### src/rtl/abs_diff_approx_pipe.sv
// Two-stage elastic pipeline computing exact and LSB-truncated |a-b|,
// the truncation error, a threshold flag, and running error statistics.
module abs_diff_approx_pipe #(
   parameter int WIDTH    = 4,
   parameter int DROP_MAX = 3,
   parameter int ET       = 2,
   parameter int CNT_W    = 16
) (
   input  logic             clk,
   input  logic             rst_n,
   input  logic             in_valid,
   output logic             in_ready,
   input  logic [WIDTH-1:0] in_a,
   input  logic [WIDTH-1:0] in_b,
   input  logic [2:0]       in_drop,
   output logic             out_valid,
   input  logic             out_ready,
   output logic [WIDTH-1:0] out_exact,
   output logic [WIDTH-1:0] out_approx,
   output logic [WIDTH-1:0] out_err,
   output logic             out_viol,
   input  logic             clear_stats,
   output logic [CNT_W-1:0] sample_cnt,
   output logic [CNT_W-1:0] viol_cnt,
   output logic [WIDTH-1:0] max_err
);

   localparam int STAGES = 2;

   typedef struct packed {
      logic [WIDTH-1:0] exact;
      logic [2:0]       drop;
   } s1_t;

   typedef struct packed {
      logic [WIDTH-1:0] exact;
      logic [WIDTH-1:0] approx;
      logic [WIDTH-1:0] err;
      logic             viol;
   } s2_t;

   logic [STAGES:1] vld_pipe;
   s1_t             s1_q, s1_d;
   s2_t             s2_q, s2_d;
   logic [WIDTH-1:0] drop_mask;
   logic            adv, out_fire;

   // Stage 2 drains or is empty; stage 1 moves with it. Reset holds ready low.
   assign adv      = ~vld_pipe[2] | out_ready;
   assign out_fire = vld_pipe[2] & out_ready;
   assign in_ready = rst_n & (~vld_pipe[1] | adv);

   // Stage 1 payload: absolute difference and clamped drop count.
   always_comb begin
      s1_d.exact = (in_a >= in_b) ? (in_a - in_b) : (in_b - in_a);
      s1_d.drop  = (int'(in_drop) > DROP_MAX) ? 3'(DROP_MAX) : in_drop;
   end

   // Stage 2 payload: split exact result into kept high bits and dropped low bits.
   always_comb begin
      drop_mask   = ~({WIDTH{1'b1}} << s1_q.drop);
      s2_d.exact  = s1_q.exact;
      s2_d.approx = s1_q.exact & ~drop_mask;
      s2_d.err    = s1_q.exact & drop_mask;
      s2_d.viol   = 32'(s2_d.err) > ET;
   end

   // Pipeline registers with per-stage valid; a stalled stage holds its data.
   always_ff @(posedge clk or negedge rst_n) begin
      if (!rst_n) begin
         vld_pipe <= '0;
         s1_q     <= '0;
         s2_q     <= '0;
      end else begin
         if (in_ready) begin
            vld_pipe[1] <= in_valid;
            if (in_valid) s1_q <= s1_d;
         end
         if (adv) begin
            vld_pipe[2] <= vld_pipe[1];
            if (vld_pipe[1]) s2_q <= s2_d;
         end
      end
   end

   assign out_valid  = vld_pipe[2];
   assign out_exact  = s2_q.exact;
   assign out_approx = s2_q.approx;
   assign out_err    = s2_q.err;
   assign out_viol   = s2_q.viol;

   // Saturating statistics over delivered results; clear takes priority.
   always_ff @(posedge clk or negedge rst_n) begin
      if (!rst_n) begin
         sample_cnt <= '0;
         viol_cnt   <= '0;
         max_err    <= '0;
      end else if (clear_stats) begin
         sample_cnt <= '0;
         viol_cnt   <= '0;
         max_err    <= '0;
      end else if (out_fire) begin
         if (sample_cnt != '1) sample_cnt <= sample_cnt + 1'b1;
         if (s2_q.viol && (viol_cnt != '1)) viol_cnt <= viol_cnt + 1'b1;
         if (s2_q.err > max_err) max_err <= s2_q.err;
      end
   end

endmodule

### config.mk
export PLATFORM = sky130hd
export DESIGN_NAME = abs_diff_approx_pipe
export DESIGN_NICKNAME = d
export VERILOG_FILES = /design/src/rtl/abs_diff_approx_pipe.sv
export SDC_FILE = /design/constraint.sdc
export NUM_CORES = 1
export LEC_CHECK = 0
export ABC_AREA = 1
export BUFFER_PORTS_ARGS = -buffer_cell sky130_fd_sc_hd__clkbuf_2
export CAP_MARGIN = 20
export CORE_ASPECT_RATIO = 0.5
export CORE_UTILIZATION = 50
export DETAILED_ROUTE_END_ITERATION = 12
export GPL_TIMING_DRIVEN = 0
export PLACE_DENSITY_LB_ADDON = 0.15
export SLEW_MARGIN = 10
export SYNTH_ARGS = -nofsm -noshare
export SYNTH_HDL_FRONTEND = slang
export SYNTH_SLANG_ARGS = --single-unit
export TNS_END_PERCENT = 5
### constraint.sdc
create_clock -name clk -period 3 [get_ports clk]
set_input_delay 0.15 -clock clk [delete_from_list [all_inputs] [get_ports clk]]
set_output_delay 0.15 -clock clk [all_outputs]
set_load 0.03 [all_outputs]
# --- Yosys cells after proc, flatten, opt, wreduce, memory -nomap -nowiden ---
# Index checks and enable logic that the tools add are counted.
totals:
  regBits: 58
  output_inout_bits: 51
  elab_cells: 53
classes:
  add_sub_neg: 4
  magnitude_cmp: 4
  eq_ne: 2
  n_shift: 1
  muxes: 11
  n_bitwise: 10
  n_reduce_logical: 10
op_table:
  columns: ["operator", "count"]
  rows:
  - ["$mux 16", 6]
  - ["$add 16x1->16 const B", 2]
  - ["$ne 16x16->1 const B", 2]
  - ["$mux 4", 4]
  - ["$reduce_and 2->1", 5]
  - ["$and 4x4->4", 2]
  - ["$not 4->4", 2]
  - ["$reduce_bool 2->1", 4]
  - ["$sub 4x4->4", 2]
  - ["$ge 4x4->1", 1]
  - ["$gt 4x2->1 const B", 1]
  - ["$gt 4x4->1", 1]
  - ["$shl 4x3->4 const A", 1]
  - ["$gt 3x2->1 const B", 1]
  - ["$mux 3", 1]
  - ["$and 1x1->1", 2]
  - ["$not 1->1", 2]
  - ["$or 1x1->1", 2]
  - ["$logic_and 1x1->1", 1]

# --- Depth between registers and ports, before layout ---
depth:
  ltp_word: 5
  ltp_mapped: 12

# --- Worst setup path after synthesis ---
# Ideal clock, no wire load.
synth_path:
  kind: "register to register"
  from: "register viol_cnt[1]"
  to: "register viol_cnt[12]"
  setup_ns: 0.066
  arrival_ns: 1.613
  t_required_ns: 2.934
  path_slack_ns: 1.322
  stages_incl_launch_ff: 11
  n_path_buf: 1
  cell_sequence: "dfrtp_1 -> ha_1 -> nand3_2 -> inv_2 -> nand2_2 -> nor2_4 -> nor2_4 -> nor2_8 -> buf_6 -> nand2_1 -> nand2_1"
synth_via:
  elab_chain_len: 4
  word_cells_on_any_way: 8
  cone_classes: "add/sub: 1; eq/ne: 1; mux: 3; reduce/logical: 3"
synth_rtl:
  columns: ["item", "line", "rtl"]
  rows:
  - ["start, declared", "24", "output logic [CNT_W-1:0] viol_cnt,"]
  - ["start signal, assigned", "104", "if (s2_q.viol && (viol_cnt != '1)) viol_cnt <= viol_cnt + 1'b1;"]
  - ["$add 16x1->16 or $ne 16x16->1 (tied branches)", "104", null]
  - ["$mux 16 or $logic_and 1x1->1 (tied branches)", "104", null]
  - ["$mux 16 or $reduce_bool 2->1 (tied branches)", null, null]
  - ["$mux 16 or $reduce_and 2->1 (tied branches)", null, null]
# Several ways; a longest one is shown, not always the timed one. The select of a mux whose other input is x is not followed.
# A chain may end at the register's enable or synchronous reset.

# --- Worst setup path in the final report ---
layout_path:
  from: "input port rst_n"
  to: "output port in_ready"
layout_via:
  elab_chain_len: 1
layout_rtl:
  columns: ["item", "line", "rtl"]
  rows:
  - ["start, declared", "10", "input logic rst_n,"]
  - ["$and 1x1->1", "51", "assign in_ready = rst_n & (~vld_pipe[1] | adv);"]
  - ["end, declared", "12", "output logic in_ready,"]
# No other way between the ends.

==> metrics.cfg <==
[setup_path]
r2r_end=viol_cnt[7]
reg2regPathDepth=9
cp_slowest_cell=dlygate4sd3_1
max_stage_delay_ns=0.52
worstPathCellList=dlygate4sd3_1 -> clkbuf_4 -> buf_12 -> o21ai_0 -> inv_1 -> clkbuf_2
crit_fanout=31
end_kind=primary output
crit_path_start_kind=input port
path_class=input port to primary output
r2r_start=viol_cnt[0]
reg2reg_slack_ns=1.23
critical_path_required_ns=2.85
cp.arrival_ns=1.79

[placement]
portBuffers=65
placed_area_um2=3890
place.gp.congestion=0.845
place.detailed.hpwl_um=5770

[floorplanning]
rows=20
start_util_pct=54.2
die_x_um=119
dieArea_um2=7220
num_io_pins=67
die_h_um=60.6
core_um2=6330

[cts]
cts_buffer_depth=2
clk_pin_slew_ns=0.05
numCtsBuffers=9
cts_max_level=3
numClockSinks=58
cts_hold_buf=1
cts-root-buf=clkbuf_16
cts_tree=built
cts_resized=0
clk_latency_ns=0.33
post_cts.repair.setup_buffers=0

[yosys]
synth_seq_cells=58
synth_commonest_cells=168 x nand2_1, 58 x dfrtp_1, 40 x inv_1, 40 x nor2_1, 34 x nand3_1
syn_avg_cell_area_um2=7.40
synthDominantCellAreaShare_pct=42.3
synth-seq-area-share_pct=42.3
async_flop_share_pct=100
synth-edff-count=0
synthCells=464
yosysMostFrequentCell=nand2_1
yosysWarnings=0
synthesis.area_um2=3430
synth_nets=495
yosysTopAreaCell=dfrtp_1
synthTopCellsByArea=dfrtp_1 42%, nand2_1 18%, nand3_1 5.0%
synth-main-ff-cell=dfrtp_1
synth_cell_types=32

[pwr]
power_density_nw_per_um2=625
p_leak_nw=2.19
ir_drop_v=0.000554
power_mw=2.66

[routing]
firstDrtPassIters=5
finalWirelength_um=7910
vias_per_cell=5.13
num_vias=3260
wl_per_cell_um=12.5
ant_nets=0
drtIter0Drc=197
remaining_drc_errors=0

[hold_path]
holdPathStages=3
hp-class=input port to flip-flop
holdPathEnd=s1_q[0]
hp-start=in_drop[0]

[sta]
setup-tns-final_ns=0
setup_viol=0
min_period_ns=1.94
finalCritPeriodShare_pct=64.6
fin_skew_ns=0.00596
tightest_slew_ns=0.501
max_slew_margin_pct=66.6
rsz0062_at_grt=false
finalMaxSlewViolations=0
max_clock_freq_mhz=516
hold_viol_final=0

[global_routing]
gr-total-overflow=0
grt_max_degree=32
grt_antenna_before_repair=0
grt_usage_pct=24.3
grt_first_pass_wirelength_um=13400
grt_pass1_vias=2891

[layout]
drive_above_1_share_pct=18.6
final_area_um2=4260
n_antenna_cell=0
finalNetCount=573
post-route-util_pct=67.2
nFillCells=559
area_delta_synth_final_pct=23.9

[job]
cap_violations=0

[run_status]
status=complete, no violations

==> layout by cell type, fill, tap and decap left out, drive strengths merged <==
master | synthesis | routed
a21oi | 8 | 8
a41oi | 1 | 1
buf | 6 | 7
bufinv | 0 | 3
clkbuf | 6 | 83
clkinv | 1 | 1
clkinvlp | 0 | 1
dfrtp | 58 | 58
dlygate4sd3 | 0 | 1
fa | 2 | 2
ha | 13 | 13
inv | 43 | 43
nand2 | 169 | 169
nand3 | 35 | 35
nand3b | 3 | 3
nand4 | 18 | 18
nor2 | 47 | 47
nor3 | 1 | 1
o211ai | 1 | 1
o21ai | 33 | 33
o21bai | 6 | 6
o22ai | 1 | 1
o31ai | 1 | 1
or2 | 3 | 3
xnor2 | 1 | 1
xor2 | 7 | 7
==> power by group <==
part	internal (mW)	switching [mW]
sequential	0.868	0.0707
combinational	0.156	0.357
clock	0.856	0.354
==> worst max-delay path: cells and delay by family <==
family | cells | cell delay (ns)
buffers and inverters | 5 | 1.51
AO/OA/AOI/OAI | 1 | 0.11
==> kinds of logic after synthesis <==
kind of cell / count (synthesis) / synth area share [%]
simple gates: 276 / 34.9
fa+ha+maj: 15 / 5.90
compound gates: 51 / 8.16
xor+xnor: 8 / 2.04
buf+inv: 56 / 6.74
flops: 58 / 42.3
==> metal layers <==
layer | wire length (um) | vias to the layer above | share of wire, % | track usage [%]
met5 | 0 | - | 0 | 0
met4 | 87 | 0 | 1.1 | 8.32
met3 | 365 | 8 | 4.6 | 7.71
met2 | 3660 | 74 | 46 | 40.3
met1 | 3790 | 1510 | 48 | 30.9
li1 | - | 1668 | - | -
==> registers in the layout, indices dropped and copies added, names as in the netlist <==
| register | cells |
|---|---|
| sample_cnt | 16 |
| viol_cnt | 16 |
| s1_q | 7 |
| max_err | 4 |
| out_approx | 4 |
| out_err | 4 |
| out_exact | 4 |
| vld_pipe | 2 |
| out_viol | 1 |
==> how the worst max path moves through the flow <==
| stage | start | cells after the start | endpoint | slack, ns |
|---|---|---|---|---|
| final | rst_n | 6 | in_ready | 1.06 |
| after global routing | rst_n | 6 | in_ready | 0.87 |
| after CTS | rst_n | 6 | in_ready | 1.01 |
| after floorplan | viol_cnt[1] | 10 | viol_cnt[12] | 1.32 |
| after detailed placement | viol_cnt[0] | 9 | viol_cnt[7] | 1.27 |
| after global placement | rst_n | 7 | s1_q[1] | 0.63 |
==> metrics by stage <==
step	hold slack, ns	std cells	setup WS [ns]
global placement	0.425	617	0.627
finish	0.0928	635	1.06
CTS	0.0847	635	1.01
global route	0.0932	635	0.866
floorplan	-0.146	464	1.32
detailed placement	0.144	618	1.27
==> layout make-up <==
cell class | instances | area [um2] | area share, %
multi-input combinational | 350 | 1750 | 41.2
sequential | 58 | 1450 | 34.1
timing repair buffer | 67 | 358 | 8.41
clock buffer | 12 | 256 | 6.03
inverter | 44 | 165 | 3.88
tap | 88 | 110 | 2.59
clock inverter | 4 | 97.6 | 2.29
buffer | 12 | 66.3 | 1.56
Note: power is estimated with default switching activity, not from simulation.
